`src/rtl/serterm_pkg.sv`:
```
`default_nettype none
// ============================================================================
//  Module   : serterm_pkg
//  Purpose  : Shared types and character constants for the serial-terminal
//             receive path (decoder state encoding, control characters,
//             printable-range bounds, byte classification helper).
//  Ports    : none (package)
//  Revision : 1.0 - initial release
// ============================================================================
package serterm_pkg;

  typedef enum logic [1:0] {
    IDLE = 2'd0,
    HOLD = 2'd1,
    WAIT = 2'd2
  } state_e;

  localparam logic [7:0] CHAR_CR  = 8'h0D;
  localparam logic [7:0] CHAR_LF  = 8'h0A;
  localparam logic [7:0] CHAR_FF  = 8'h0C;
  localparam logic [7:0] PRINT_LO = 8'h20;
  localparam logic [7:0] PRINT_HI = 8'h7E;

  // True for bytes the terminal draws: printable ASCII plus CR and LF.
  function automatic logic is_drawable(input logic [7:0] b);
    return ((b >= PRINT_LO) && (b <= PRINT_HI)) || (b == CHAR_CR) || (b == CHAR_LF);
  endfunction

endpackage
`default_nettype wire

```
`src/rtl/serterm_fifo.sv`:
```
`default_nettype none
// ============================================================================
//  Module   : serterm_fifo
//  Purpose  : Synchronous byte FIFO with occupancy count. Full/empty are
//             derived from the registered count; pointers wrap naturally.
//  Ports    : i_clk, i_rst_n      - clock, synchronous active-low reset
//             wr_en_i, wr_data_i  - write request and byte (ignored when full)
//             rd_en_i, rd_data_o  - pop request (ignored when empty), head byte
//             full_o, empty_o     - status from the registered count
//             level_o             - current occupancy
//  Revision : 1.0 - initial release
// ============================================================================
module serterm_fifo #(
  parameter int DEPTH = 16
) (
  input  logic                     i_clk,
  input  logic                     i_rst_n,
  input  logic                     wr_en_i,
  input  logic [7:0]               wr_data_i,
  input  logic                     rd_en_i,
  output logic [7:0]               rd_data_o,
  output logic                     full_o,
  output logic                     empty_o,
  output logic [$clog2(DEPTH):0]   level_o
);

  localparam int AW = $clog2(DEPTH);
  localparam logic [AW:0] FULL_LVL = DEPTH[AW:0];

  logic [7:0]    mem_q [DEPTH];
  logic [AW-1:0] wr_ptr_q, wr_ptr_d;
  logic [AW-1:0] rd_ptr_q, rd_ptr_d;
  logic [AW:0]   level_q,  level_d;
  logic          w_wr, w_rd;

  assign full_o    = (level_q == FULL_LVL);
  assign empty_o   = (level_q == '0);
  assign level_o   = level_q;
  assign rd_data_o = mem_q[rd_ptr_q];

  // Requests are re-qualified here so the FIFO is safe on its own.
  assign w_wr = wr_en_i && !full_o;
  assign w_rd = rd_en_i && !empty_o;

  always_comb begin
    wr_ptr_d = wr_ptr_q;
    rd_ptr_d = rd_ptr_q;
    level_d  = level_q;
    if (w_wr) wr_ptr_d = wr_ptr_q + AW'(1);
    if (w_rd) rd_ptr_d = rd_ptr_q + AW'(1);
    case ({w_wr, w_rd})
      2'b10:   level_d = level_q + (AW+1)'(1);
      2'b01:   level_d = level_q - (AW+1)'(1);
      default: level_d = level_q;
    endcase
  end

  always_ff @(posedge i_clk) begin
    if (!i_rst_n) begin
      wr_ptr_q <= '0;
      rd_ptr_q <= '0;
      level_q  <= '0;
    end else begin
      wr_ptr_q <= wr_ptr_d;
      rd_ptr_q <= rd_ptr_d;
      level_q  <= level_d;
    end
  end

  // Storage carries no reset; the count alone defines which entries are live.
  always_ff @(posedge i_clk) begin
    if (w_wr) mem_q[wr_ptr_q] <= wr_data_i;
  end

endmodule
`default_nettype wire

```
`src/rtl/serterm_rx_decoder.sv`:
```
`default_nettype none
// ============================================================================
//  Module   : serterm_rx_decoder
//  Purpose  : Buffers bytes from the UART receiver and turns each one into a
//             single putchar / clearhome pulse for the terminal control block,
//             issuing the next command only once control reports idle.
//  Ports    : i_clk, i_rst_n           - clock, synchronous active-low reset
//             s_axis_tdata/tvalid/tready - byte input stream
//             i_busy                    - control is executing a command
//             o_putchar, o_char         - draw-character pulse and character
//             o_clearhome               - clear-screen/home pulse
//             o_level                   - FIFO occupancy
//             m_axis_tdata/tvalid/tready- echo stream (SERTERM_ECHO_EN only)
//  Options  : `define SERTERM_ECHO_EN to add the echo output stream.
//  Revision : 1.0 - initial release
// ============================================================================
module serterm_rx_decoder
  import serterm_pkg::*;
#(
  parameter int         FIFO_DEPTH = 16,
  parameter logic [7:0] CLEAR_CHAR = 8'h0C
) (
  input  logic                          i_clk,
  input  logic                          i_rst_n,
  input  logic [7:0]                    s_axis_tdata,
  input  logic                          s_axis_tvalid,
  output logic                          s_axis_tready,
  input  logic                          i_busy,
  output logic                          o_putchar,
  output logic                          o_clearhome,
  output logic [7:0]                    o_char,
  output logic [$clog2(FIFO_DEPTH):0]   o_level
`ifdef SERTERM_ECHO_EN
  ,
  output logic [7:0]                    m_axis_tdata,
  output logic                          m_axis_tvalid,
  input  logic                          m_axis_tready
`endif
);

  state_e     state_q;
  logic       putchar_q;
  logic       clearhome_q;
  logic [7:0] char_q;

  logic       w_full, w_empty, w_wr, w_pop, w_echo_block;
  logic [7:0] w_head;

  // tready comes from the registered count, so a full FIFO refuses a write
  // even on an edge that also pops.
  assign s_axis_tready = i_rst_n && !w_full;
  assign w_wr          = s_axis_tvalid && s_axis_tready;

`ifdef SERTERM_ECHO_EN
  logic       echo_valid_q;
  logic [7:0] echo_data_q;
  assign w_echo_block  = echo_valid_q;
  assign m_axis_tdata  = echo_data_q;
  assign m_axis_tvalid = echo_valid_q;
`else
  assign w_echo_block  = 1'b0;
`endif

  assign w_pop = (state_q == IDLE) && !w_empty && !i_busy && !w_echo_block;

  serterm_fifo #(
    .DEPTH (FIFO_DEPTH)
  ) u_fifo (
    .i_clk     (i_clk),
    .i_rst_n   (i_rst_n),
    .wr_en_i   (w_wr),
    .wr_data_i (s_axis_tdata),
    .rd_en_i   (w_pop),
    .rd_data_o (w_head),
    .full_o    (w_full),
    .empty_o   (w_empty),
    .level_o   (o_level)
  );

  always_ff @(posedge i_clk) begin
    if (!i_rst_n) begin
      state_q     <= IDLE;
      putchar_q   <= 1'b0;
      clearhome_q <= 1'b0;
      char_q      <= 8'h00;
`ifdef SERTERM_ECHO_EN
      echo_valid_q <= 1'b0;
      echo_data_q  <= 8'h00;
`endif
    end else begin
      putchar_q   <= 1'b0;
      clearhome_q <= 1'b0;
      case (state_q)
        IDLE: begin
          if (w_pop) begin
            if (is_drawable(w_head)) begin
              putchar_q <= 1'b1;
              char_q    <= w_head;
              state_q   <= HOLD;
            end else if (w_head == CLEAR_CHAR) begin
              clearhome_q <= 1'b1;
              state_q     <= HOLD;
            end
            // Anything else is consumed silently and IDLE may pop again.
          end
        end
        // One cycle of slack so control can raise i_busy before WAIT samples it.
        HOLD:    state_q <= WAIT;
        WAIT:    if (!i_busy) state_q <= IDLE;
        default: state_q <= IDLE;
      endcase
`ifdef SERTERM_ECHO_EN
      // Pops only happen with no echo pending, so load and clear never collide.
      if (w_pop) begin
        echo_valid_q <= 1'b1;
        echo_data_q  <= w_head;
      end else if (echo_valid_q && m_axis_tready) begin
        echo_valid_q <= 1'b0;
      end
`endif
    end
  end

  assign o_putchar   = putchar_q;
  assign o_clearhome = clearhome_q;
  assign o_char      = char_q;

endmodule
`default_nettype wire

```
`config.mk`:
```
export PLATFORM = sky130hd
export DESIGN_NAME = serterm_rx_decoder
export DESIGN_NICKNAME = d
export VERILOG_FILES = /design/src/rtl/serterm_pkg.sv /design/src/rtl/serterm_fifo.sv /design/src/rtl/serterm_rx_decoder.sv
export SDC_FILE = /design/constraint.sdc
export NUM_CORES = 1
export LEC_CHECK = 0
export BUFFER_PORTS_ARGS = -buffer_cell sky130_fd_sc_hd__buf_2
export CORE_UTILIZATION = 61
export DETAILED_ROUTE_END_ITERATION = 6
export GPL_TIMING_DRIVEN = 0
export PLACE_DENSITY_LB_ADDON = 0.08
export SLEW_MARGIN = 20
export SYNTH_ARGS = -nofsm -noshare
export SYNTH_HDL_FRONTEND = slang
export SYNTH_SLANG_ARGS = --single-unit
```
`constraint.sdc`:
```
create_clock -name i_clk -period 3.28 [get_ports i_clk]
set_input_delay 0.328 -clock i_clk [delete_from_list [all_inputs] [get_ports i_clk]]
set_output_delay 0.328 -clock i_clk [all_outputs]
set_load 0.02 [all_outputs]
```
Yosys cells after proc, flatten, opt, wreduce, memory -nomap -nowiden. Memory sizes are Yosys's and may differ from the RTL's. A register that Yosys moved wholly into a read port is not among the register bits. Cells that the tools add are included.

Bits in registers: 25. Memory bits (writable): 128. Bits of input ports: 12. Output and inout bits: 16. Logic and storage cells: 59. Memories: 1.

Memories: u_fifo.mem_q (depth 16, bits a word 8, read ports 1, clocked after Yosys merged registers in 1, write ports 1, RTL line serterm_fifo.sv:30) `logic [7:0] mem_q [DEPTH];`.

$add $sub $neg: 4. Magnitude comparators: 2. Eq/ne operators: 11. Mux-type cells: 12. Bitwise logic cells: 3. Reductions and logical operators: 19.

Operator list (number): == test 8 x 4 -> 1 bit (second input constant) (3); one-hot mux 5 bit (2 select lines) (1); AND reduction 3 bit (3); adder 4 x 1 -> 4 bit (second input constant) (2); greater-or-equal comparator 8 x 6 -> 1 bit (second input constant) (1); <= comparator 8 x 7 -> 1 bit (second input constant) (1); 2-to-1 mux 2 bit (4); 2-to-1 mux 4 bit (2); logical AND 1 bit (7); one-hot mux 2 bit (3 select lines) (1); adder 5 x 1 -> 5 bit (second input constant) (1); == test 5 bit (second input constant) (1); zero test 5 bit (1); subtractor 5 x 1 -> 5 bit (second input constant) (1); == test 2 x 1 -> 1 bit (second input constant) (2); == test 2 bit (second input constant) (2); 2-to-1 mux 1 bit (4); OR reduction 4 bit (1); zero test 1 bit (3); != test 3 x 1 -> 1 bit (second input constant) (1); inverter 1 bit (3); zero test 2 bit (1); logical OR 1 bit (2); != test 2 x 1 -> 1 bit (second input constant) (1); other kinds (2) (2).

Logic depth before layout (Yosys ltp). Gate-level depths: netlist of the first run.

Word-level depth: 7. Depth in mapped cells: 15. Depth with buffers taken out: 14.

By module. Synthesis of the first run repeated with hierarchy kept, for this count alone.

Cell total of the unflattened synthesis: 394. Area total of the unflattened synthesis: 6511.2 µm².

Modules (own cells, without submodules): serterm_fifo (instances 1, cells an instance 331, area each 5931.9 µm², seq. area each 4184.0 µm²); serterm_rx_decoder (instances 1, cells an instance 63, area each 579.3 µm², seq. area each 240.2 µm²).

Worst setup path after synthesis of the first run. No wires, ideal clock.

Path type: input -> register. From: input port i_rst_n. To: register u_fifo.level_q[4], in the netlist u_fifo.level_o[4]. Library setup time: 0.072 ns. Arrival: 2.966 ns. Data required time: 3.208 ns. Path slack: 0.241 ns. Cell stages on the path: 15. Path buffers: 2. Path through: clkbuf_1 clkinv_1 nor2_1 and2_1 clkbuf_1 inv_1 ha_1 inv_1 fa_1 inv_1 a21o_1 a21oi_1 xnor2_1 or3_1 a21oi_1.

Cells in the longest elaborated chain, start to end: 5. Elaborated cells between the ends (all ways): 7. Those cells by class: eq/ne (2); mux (1); reduce/logical (4).

RTL lines: start: declaration (RTL line serterm_rx_decoder.sv:24) `input logic i_rst_n,`; logical AND 1 bit * (RTL line serterm_rx_decoder.sv:51) `assign s_axis_tready = i_rst_n && !w_full;`; net s_axis_tready (RTL line serterm_rx_decoder.sv:27) `output logic s_axis_tready,`; logical AND 1 bit * (RTL line serterm_rx_decoder.sv:52) `assign w_wr = s_axis_tvalid && s_axis_tready;`; logical AND 1 bit * (RTL line serterm_fifo.sv:42) `assign w_wr = wr_en_i && !full_o;`; == test 2 x 1 -> 1 bit / == test 2 bit (equally long branches) (RTL line serterm_fifo.sv:51) `case ({w_wr, w_rd})`; one-hot mux 5 bit (2 select lines) / nonzero test 2 bit (equally long branches); end signal: assignment (RTL line serterm_fifo.sv:66) `level_q <= level_d;`; end: declaration (RTL line serterm_fifo.sv:33) `logic [AW:0] level_q, level_d;`.

The timed path passes the listed nets; every way through them passes the cells marked *. A chain may end at the register's enable or synchronous reset.

==> results of run 1 <==
==> flip-flops by register name, summed over array words and instances, names as in the netlist, named ones only <==
register and cells:
state_q 2, u_fifo.level_o 5, o_char 8, u_fifo.wr_ptr_q 4, o_clearhome 1, o_putchar 1, u_fifo.mem_q 128, u_fifo.rd_ptr_q 4
==> worst max-delay path, delay by kind of cell (launching register included) <==
family	cells	cell delay [ns]
buffers and inverters	4	0.96
muxes	1	0.32
DFF	1	0.31
and+or+nand+nor	2	0.75
AOI/OAI and AO/OA	3	0.64
==> final timing paths <==
path	depth (start not counted)	slack, ns	to	startpoint
min	3	0.08	state_q[1]$_SDFFE_PN0P_	i_busy
max	10	0.17	o_char[7]$_SDFFE_PN0P_	flop
max reg2reg	10	0.17	o_char[7]$_SDFFE_PN0P_	flop
min reg2reg	2	0.46	o_char[0]$_SDFFE_PN0P_	o_char[0]$_SDFFE_PN0P_
==> routing by layer <==
metal | track usage | vias up | part of all wire | wire length, µm
li1 | - | 1535 | - | -
met1 | 0.337 | 1710 | 0.44 | 5250
met2 | 0.386 | 124 | 0.49 | 5920
met3 | 0.0598 | 19 | 0.054 | 647
met4 | 0.0942 | 0 | 0.019 | 233
met5 | 0 | - | 0 | 0
==> cells in the final DEF, fill, tap and decap left out, types with 3 or more instances in the layout <==
master	instances
nor2_1	33
a221oi_1	6
buf_6	4
buf_4	5
clkbuf_16	21
mux2i_1	26
ha_1	9
dfxtp_1	29
inv_1	10
o21bai_1	3
o21ai_0	4
xor2_1	7
nor3_2	4
clkbuf_1	11
a21oi_1	9
nand2b_1	4
buf_2	27
xnor2_1	3
edfxtp_1	128
nand2_1	26
mux4_2	28
==> stage by stage <==
| step | cell area (µm²) | cells | TNS (ns) |
|---|---|---|---|
| 3_3_place_gp | 6580 | 534 | -1.62 |
| 3_5_place_dp | 6620 | 537 | -0.0190 |
| 2_1_floorplan | 6280 | 375 | 0 |
| 6_report | 7270 | 568 | 0 |
| 5_1_grt | 7270 | 568 | 0 |
| 4_1_cts | 7260 | 569 | 0 |
==> report_power, final <==
| part | internal (mW) | leakage, nW | switching [mW] |
|---|---|---|---|
| Combinational | 0.548 | 0.865 | 0.666 |
| Clock | 1.31 | 0.316 | 0.736 |
| Sequential | 2.25 | 1.39 | 0.0590 |
==> synth_stat cells, drive strengths merged <==
cell type / number
a21boi: 2
a21o: 2
a21oi: 9
a221oi: 6
a22oi: 2
a2bb2oi: 1
a32oi: 1
and2: 2
and3: 1
and4: 1
and4b: 1
buf: 9
clkbuf: 8
clkinv: 2
dfxtp: 29
edfxtp: 128
fa: 1
ha: 9
inv: 10
mux2i: 26
mux4: 28
nand2: 26
nand2b: 4
nand3: 1
nand3b: 1
nand4: 2
nor2: 33
nor2b: 1
nor3: 6
o211a: 1
o21ai: 4
o21bai: 3
o31ai: 1
o32a: 1
or3: 1
or4: 1
or4b: 1
xnor2: 3
xor2: 7
==> cells by family (layout without fill, tap and decap cells) <==
logic type      Yosys count  after routing
buf+inv                  29             89
flops                   157            157
compound gates           33             33
xor+xnor                 10             10
mux                      54             54
simple gates             82             82
fa+ha+maj                10             10
==> cell type report <==
| type | count | share of cell area |
|---|---|---|
| timing repair buffer | 29 | 0.0210 |
| sequential | 157 | 0.609 |
| multi-input combinational | 189 | 0.238 |
| clock buffer | 26 | 0.0763 |
| clock inverter | 6 | 0.0119 |
| tap | 133 | 0.0229 |
| buffer | 16 | 0.0146 |
| inverter | 12 | 0.00620 |
==> flow_metrics.env, run 1 <==
export IMPL_status="finished, final reports clean"
export IMPL_layout_nets=444
export IMPL_syn_mean_instance_area_um2=16.8
export IMPL_synth_compound_area_frac=0.0366
export IMPL_syn_num_nets=397
export IMPL_ant_nets=0
export IMPL_clockBufferDepth=2
export IMPL_fmax_ghz=0.322
export IMPL_core_area_mm2=0.00986
export IMPL_portBuffers=26
export IMPL_yosysTopAreaCell="edfxtp_1"
export IMPL_required_ns=3.70
export IMPL_post_route_period_util=0.948
export IMPL_crit_type="reg -> reg"
export IMPL_h_tree_depth=4
export IMPL_p_leak_nw=2.57
export IMPL_ctsResizeCount=0
export IMPL_wl_mm=12.0
export IMPL_grt_pass1_wl_mm=18.6
export IMPL_initial_core_util=0.637
export IMPL_synth_mux_area_frac=0.142
export IMPL_grt_overflow=0
export IMPL_io_pin_count=28
export IMPL_relSlewSlack=0.266
export IMPL_layout_drive_gt1_share=0.228
export IMPL_synth_fa_ha_area_frac=0.0211
export IMPL_synthCells=375
export IMPL_clock_sinks=157
export IMPL_skew_ns=0.00498
export IMPL_gp_congestion=0.728
export IMPL_yosysWarnings=0
export IMPL_grt_setup_unrepaired="no"
export IMPL_worstHoldPathType="in -> reg"
export IMPL_viasPerCell=5.96
export IMPL_multi_input_area_mm2=0.00173
export IMPL_holdBufCountCts=0
export IMPL_end_kind="flop"
export IMPL_slew_viol_final=0
export IMPL_synth_xor_area_frac=0.0139
export IMPL_die_area_mm2=0.0107
export IMPL_ys_seq_area_frac=0.704
export IMPL_place_ws_ns=-0.0190
export IMPL_setup_ws_ns=0.172
export IMPL_synth_area_leaders="edfxtp_1 (61%), mux4_2 (10%), dfxtp_1 (9.2%)"
export IMPL_vias=3388
export IMPL_min_period_ns=3.11
export IMPL_first_iter_violations=264
export IMPL_grt_pass1_vias=3268
export IMPL_setup_viol=0
export IMPL_clk_latency_ns=0.52
export IMPL_fp_dieW_um=104
export IMPL_power_density_mw_per_mm2=766
export IMPL_crit_slowest_cell="or4b_1"
export IMPL_cap_viol_max_count=0
export IMPL_finalHoldViolations=0
export IMPL_utilization=0.737
export IMPL_fp_dieH_um=104
export IMPL_synth_seq_cells=157
export IMPL_synth_simple_gate_area_frac=0.0587
export IMPL_wire_per_inst_um=21.2
export IMPL_cts_made_buffers=17
export IMPL_num_rows=36
export IMPL_grt_use_total=0.246
export IMPL_tightestPinTransition_ns=1.10
export IMPL_drtPass1Iterations=5
export IMPL_synth_top_cell_area_share=0.612
export IMPL_p_total_mw=5.57
export IMPL_fillCellCount=606
export IMPL_synth_top_family_by_area="multiplexers"
export IMPL_path_common_cell="clkbuf_4"
export IMPL_cts_tree="built"
export IMPL_synth_distinct_cells=41
export IMPL_slowest_delay_ns=0.58
export IMPL_start_kind="flop"
export IMPL_cts_setup_buffers=0
export IMPL_crit_path_cell_trace="buf_2 > clkbuf_4 > clkbuf_4 > mux4_2 > a32oi_1 > o21ai_0 > or4b_1 > o32a_1 > buf_6 > and3_1"
export IMPL_grt_max_degree=17
export IMPL_syn_area_mm2=0.00628
export IMPL_hold_ws_ns=0.0841
export IMPL_dp_hpwl_mm=7.83
export IMPL_drc=0
export IMPL_seqCellArea_mm2=0.00442
export IMPL_diodes=0
export IMPL_antenna_found_initial=0
export IMPL_ir_worst_vdd_mv=0.438
export IMPL_crit_fanout=10
export IMPL_root_buffer="clkbuf_8"
export IMPL_clk_pin_slew_ns=0.06
export IMPL_syn_to_final_growth_pct=15.6
export IMPL_cp_arrival_ns=3.53
(Power assumes the default switching activity.)
==> inputs of run 2 (changes only) <==
Settings changed: RECOVER_POWER set to 50.
Clock period 3.28 ns to 3.4 ns, I/O delays scaled along.
==> flow_metrics.env, run 2 (synthesis gave the netlist of run 1 again) <==
export IMPL_status="finished, final reports clean"
export IMPL_h_tree_depth=4
export IMPL_cts_tree="built"
export IMPL_hold_ws_ns=0.0930
export IMPL_sw_frac_of_total=0.264
export IMPL_power_frac_seq=0.415
export IMPL_layout_drive_gt1_share=0.172
export IMPL_fin_area_mm2=0.00723
export IMPL_cp_arrival_ns=3.67
export IMPL_diodes=0
export IMPL_cts_made_buffers=17
export IMPL_ant_nets=0
export IMPL_p_total_mw=5.36
export IMPL_wl_mm=12.1
export IMPL_post_route_period_util=0.955
export IMPL_grt_setup_unrepaired="no"
export IMPL_fmax_ghz=0.308
export IMPL_start_kind="flop"
export IMPL_finalHoldViolations=0
export IMPL_end_kind="flop"
export IMPL_ctsResizeCount=0
export IMPL_viasPerCell=5.93
export IMPL_initial_core_util=0.637
export IMPL_largest_reg_flops=128
export IMPL_power_density_mw_per_mm2=741
export IMPL_min_to="state_q[1]$_SDFFE_PN0P_"
export IMPL_clock_sinks=157
export IMPL_dp_hpwl_mm=7.83
export IMPL_p_leak_nw=2.48
export IMPL_r2r_end="o_char[7]$_SDFFE_PN0P_"
export IMPL_worst_hold_startpoint="i_busy"
export IMPL_io_pin_count=28
export IMPL_seqCellArea_mm2=0.00442
export IMPL_setup_viol=0
export IMPL_skew_ns=0.00540
export IMPL_cts_setup_buffers=0
export IMPL_reg2reg_slack_ns=0.15
export IMPL_power_switching_mw=1.41
export IMPL_root_buffer="clkbuf_8"
export IMPL_grt_overflow=0
export IMPL_num_rows=36
export IMPL_grt_pass1_vias=3268
export IMPL_first_iter_violations=271
export IMPL_final_common_cell="edfxtp_1"
export IMPL_utilization=0.733
export IMPL_required_ns=3.82
export IMPL_fillCellCount=620
export IMPL_tightestPinTransition_ns=1.05
export IMPL_reg2reg_depth=10
export IMPL_holdBufCountCts=0
export IMPL_clkPwrFrac=0.369
export IMPL_crit_fanout=10
export IMPL_portBuffers=26
export IMPL_clk_pin_slew_ns=0.06
export IMPL_hold_depth=3
export IMPL_vias=3367
export IMPL_core_area_mm2=0.00986
export IMPL_layout_nets=444
export IMPL_grt_max_degree=17
export IMPL_clockBufferDepth=2
export IMPL_place_area_mm2=0.00662
export IMPL_finalSetupTns_ns=0
export IMPL_slew_viol_final=0
export IMPL_power_frac_comb=0.216
export IMPL_fp_dieW_um=104
export IMPL_ir_worst_vdd_mv=0.423
export IMPL_die_area_mm2=0.0107
export IMPL_fp_dieH_um=104
export IMPL_antenna_found_initial=0
export IMPL_drtPass1Iterations=5
export IMPL_gp_congestion=0.728
export IMPL_cap_viol_max_count=0
export IMPL_internal_power_mw=3.95
export IMPL_regMostFlops="u_fifo.mem_q"
export IMPL_worstHoldPathType="in -> reg"
export IMPL_relSlewSlack=0.297
export IMPL_grt_pass1_wl_mm=18.6
export IMPL_grt_use_total=0.246
export IMPL_min_period_ns=3.25
export IMPL_clk_latency_ns=0.53
export IMPL_drc=0
export IMPL_most_common_layout_cells="edfxtp_1 (128), clkbuf_1 (34), nor2_1 (33), dfxtp_1 (29), mux4_2 (28)"
export IMPL_syn_to_final_growth_pct=15.1
export IMPL_multi_input_area_mm2=0.00173
export IMPL_wire_per_inst_um=21.3
export IMPL_crit_type="reg -> reg"
[run 2: layout make-up]
class                           instances  area share
Clock inverter                          6      0.0119
Sequential cell                       157       0.612
Buffer                                 16      0.0140
Tap cell                              133      0.0230
Multi-Input combinational cell        189       0.239
Timing Repair Buffer                   29      0.0171
Inverter                               12     0.00623
Clock buffer                           26      0.0766
[run 2: metrics by stage]
step,worst slack [ns],instances
3_5_place_dp,0.0890,537
4_1_cts,0.157,569
5_1_grt,0.0340,568
3_3_place_gp,0.00224,534
6_report,0.154,568
2_1_floorplan,0.349,375
[run 2: layer usage]
layer	vias to the layer above	routed length, µm	part of all wire	track usage
li1	1530	-	-	-
met1	1696	5160	0.43	0.337
met2	124	5890	0.49	0.386
met3	17	822	0.068	0.0598
met4	0	231	0.019	0.0942
met5	-	0	0	0
[run 2: worst max path at each step]
stage | startpoint | endpoint | depth (start not counted)
detailed placement | i_rst_n | u_fifo.level_o[4]$_SDFFE_PN0P_ | 15
global placement | i_rst_n | u_fifo.mem_q[3][2]$_DFFE_PP_ | 7
finish | flop | o_char[7]$_SDFFE_PN0P_ | 10
global route | flop | o_char[7]$_SDFFE_PN0P_ | 10
floorplan | i_rst_n | u_fifo.level_o[4]$_SDFFE_PN0P_ | 15
CTS | flop | o_char[7]$_SDFFE_PN0P_ | 10
[run 2: power groups by stage]
stage / combinational [mW] / sequential [mW] / clock [mW]
floorplan: 0.836 / 2.31 / 0
global placement: 1.13 / 2.26 / 0
detailed placement: 1.17 / 2.26 / 0
CTS: 1.18 / 2.22 / 1.99
global route: 1.27 / 2.24 / 2.08
finish: 1.16 / 2.23 / 1.98
[run 2: worst max-delay path: stages, from the launching register on]
cell     delay [ns]
dfxtp_1        0.31
buf_2          0.25
buf_2          0.33
buf_2          0.35
mux4_2         0.35
a32oi_1        0.20
o21ai_0        0.26
or4b_1         0.58
o32a_1         0.18
buf_6          0.15
and3_1         0.17
==> inputs of run 3 (changes only) <==
Settings changed: PLACE_DENSITY set to 0.81, PLACE_DENSITY_LB_ADDON 0.08 to not set.
==> flow_metrics.env, run 3 (synthesis gave the netlist of run 1 again) <==
export IMPL_grt_pass1_vias=3540
export IMPL_fmax_ghz=0.309
export IMPL_regMostFlops="u_fifo.mem_q"
export IMPL_io_pin_count=28
export IMPL_largest_reg_flops=128
export IMPL_reg2reg_depth=10
export IMPL_p_leak_nw=2.45
export IMPL_crit_path_cell_trace="buf_2 > buf_2 > clkbuf_4 > mux4_2 > a32oi_1 > o21ai_0 > or4b_1 > o32a_1 > buf_6 > and3_1"
export IMPL_tightestPinTransition_ns=1.06
export IMPL_min_period_ns=3.24
export IMPL_grt_setup_unrepaired="no"
export IMPL_critPathCapture="o_char[7]$_SDFFE_PN0P_"
export IMPL_final_common_cell="edfxtp_1"
export IMPL_place_ws_ns=0.0639
export IMPL_ir_worst_vdd_mv=0.445
export IMPL_fillCellCount=597
export IMPL_holdBufCountCts=0
export IMPL_hold_ws_ns=0.0991
export IMPL_h_tree_depth=4
export IMPL_vias=3490
export IMPL_relSlewSlack=0.288
export IMPL_skew_ns=0.00659
export IMPL_reg2reg_slack_ns=0.16
export IMPL_power_density_mw_per_mm2=724
export IMPL_cts_tree="built"
export IMPL_num_rows=36
export IMPL_wl_mm=12.7
export IMPL_root_buffer="clkbuf_8"
export IMPL_viasPerCell=6.12
export IMPL_antenna_found_initial=0
export IMPL_slowest_delay_ns=0.57
export IMPL_worstHoldPathType="in -> reg"
export IMPL_dp_hpwl_mm=8.05
export IMPL_cp_arrival_ns=3.65
export IMPL_initial_core_util=0.637
export IMPL_diodes=0
export IMPL_path_common_cell="buf_2"
export IMPL_crit_fanout=10
export IMPL_grt_max_degree=17
export IMPL_gp_congestion=0.814
export IMPL_grt_overflow=0
export IMPL_start_kind="flop"
export IMPL_first_iter_violations=379
export IMPL_clk_latency_ns=0.52
export IMPL_cap_viol_max_count=0
export IMPL_crit_type="reg -> reg"
export IMPL_portBuffers=26
export IMPL_drtPass1Iterations=5
export IMPL_end_kind="flop"
export IMPL_final_cells=570
export IMPL_drc=0
export IMPL_grt_pass1_wl_mm=19.7
export IMPL_clockBufferDepth=2
export IMPL_fp_dieH_um=104
export IMPL_finalSetupTns_ns=0
export IMPL_ant_nets=0
export IMPL_grt_use_total=0.255
export IMPL_r2r_end="o_char[7]$_SDFFE_PN0P_"
export IMPL_slew_viol_final=0
export IMPL_post_route_period_util=0.952
export IMPL_fp_dieW_um=104
export IMPL_setup_ws_ns=0.164
export IMPL_crit_slowest_cell="or4b_1"
export IMPL_finalHoldViolations=0
export IMPL_required_ns=3.81
export IMPL_clock_sinks=157
export IMPL_status="finished, final reports clean"
export IMPL_syn_to_final_growth_pct=14.1
export IMPL_clk_pin_slew_ns=0.07
export IMPL_die_area_mm2=0.0107
export IMPL_placed_cells=538
export IMPL_layout_drive_gt1_share=0.183
export IMPL_setup_viol=0
export IMPL_wire_per_inst_um=22.3
export IMPL_cts_made_buffers=17
export IMPL_layout_nets=446
export IMPL_most_common_layout_cells="edfxtp_1 (128), nor2_1 (33), clkbuf_1 (31), dfxtp_1 (29), mux4_2 (28)"
export IMPL_core_area_mm2=0.00986
-- run 3: changes by cell type in the layout (fill, tap and decap cells not counted), sizes merged --
| cell | delta |
|---|---|
| clkbuf | -7 |
| inv | +6 |
| clkinv | +3 |
| bufinv | -1 |
| clkinvlp | +1 |
-- run 3: worst min path at each step --
| stage | cells past startpoint | startpoint | end |
|---|---|---|---|
| floorplan | 0 | s_axis_tdata[0] | u_fifo.mem_q[0][0]$_DFFE_PP_ |
| global placement | 2 | o_char[0]$_SDFFE_PN0P_ | o_char[0]$_SDFFE_PN0P_ |
| detailed placement | 2 | o_char[5]$_SDFFE_PN0P_ | o_char[5]$_SDFFE_PN0P_ |
| CTS | 3 | i_busy | state_q[1]$_SDFFE_PN0P_ |
| global route | 3 | i_busy | state_q[1]$_SDFFE_PN0P_ |
| finish | 3 | i_busy | state_q[1]$_SDFFE_PN0P_ |
-- run 3: layout make-up --
cell class | instances | area (µm²) | area share
clock buffers | 17 | 414 | 0.0577
well taps | 133 | 166 | 0.0232
flip-flops and latches | 157 | 4420 | 0.617
repair buffers | 30 | 131 | 0.0183
plain buffers | 17 | 108 | 0.0150
multi-input cells | 189 | 1730 | 0.242
clock inverters | 15 | 151 | 0.0211
inverters | 12 | 45.0 | 0.00628
-- run 3: per-layer routing --
metal  global-route usage  share of wire  up-vias
li1                     -              -     1546
met1                0.332           0.40     1744
met2                0.402           0.50      164
met3               0.0699          0.076       36
met4                0.119          0.027        0
met5                    0              0        -
-- run 3: what timing repair did --
action                                  4_1_cts  5_1_grt
endpoints found under the setup margin        0        3
resized for setup                             0        2
setup buffers                                 0        0
-- run 3: per-stage QoR --
stage                     instance area [µm²]  utilization  power (mW)
after CTS                                7200        0.730        5.22
after detailed placement                 6630        0.672        3.43
after global placement                   6580        0.667        3.38
after floorplan                          6280            -        3.15
after global routing                     7170        0.727        5.39
final                                    7170        0.727        5.20
-- run 3: critical path: cells and delay by family, from the launching register on --
kind | cells | cell delay, ns
AO/OA/AOI/OAI | 3 | 0.66
buffers and inverters | 4 | 1.06
flip-flops | 1 | 0.31
multiplexers | 1 | 0.34
AND/OR/NAND/NOR | 2 | 0.75
-- run 3: power breakdown --
part / leakage (nW) / total [mW] / switching [mW] / internal [mW]
registers: 1.39 / 2.23 / 0.0598 / 2.17
clock network: 0.276 / 1.80 / 0.799 / 0.997
logic: 0.784 / 1.17 / 0.656 / 0.519
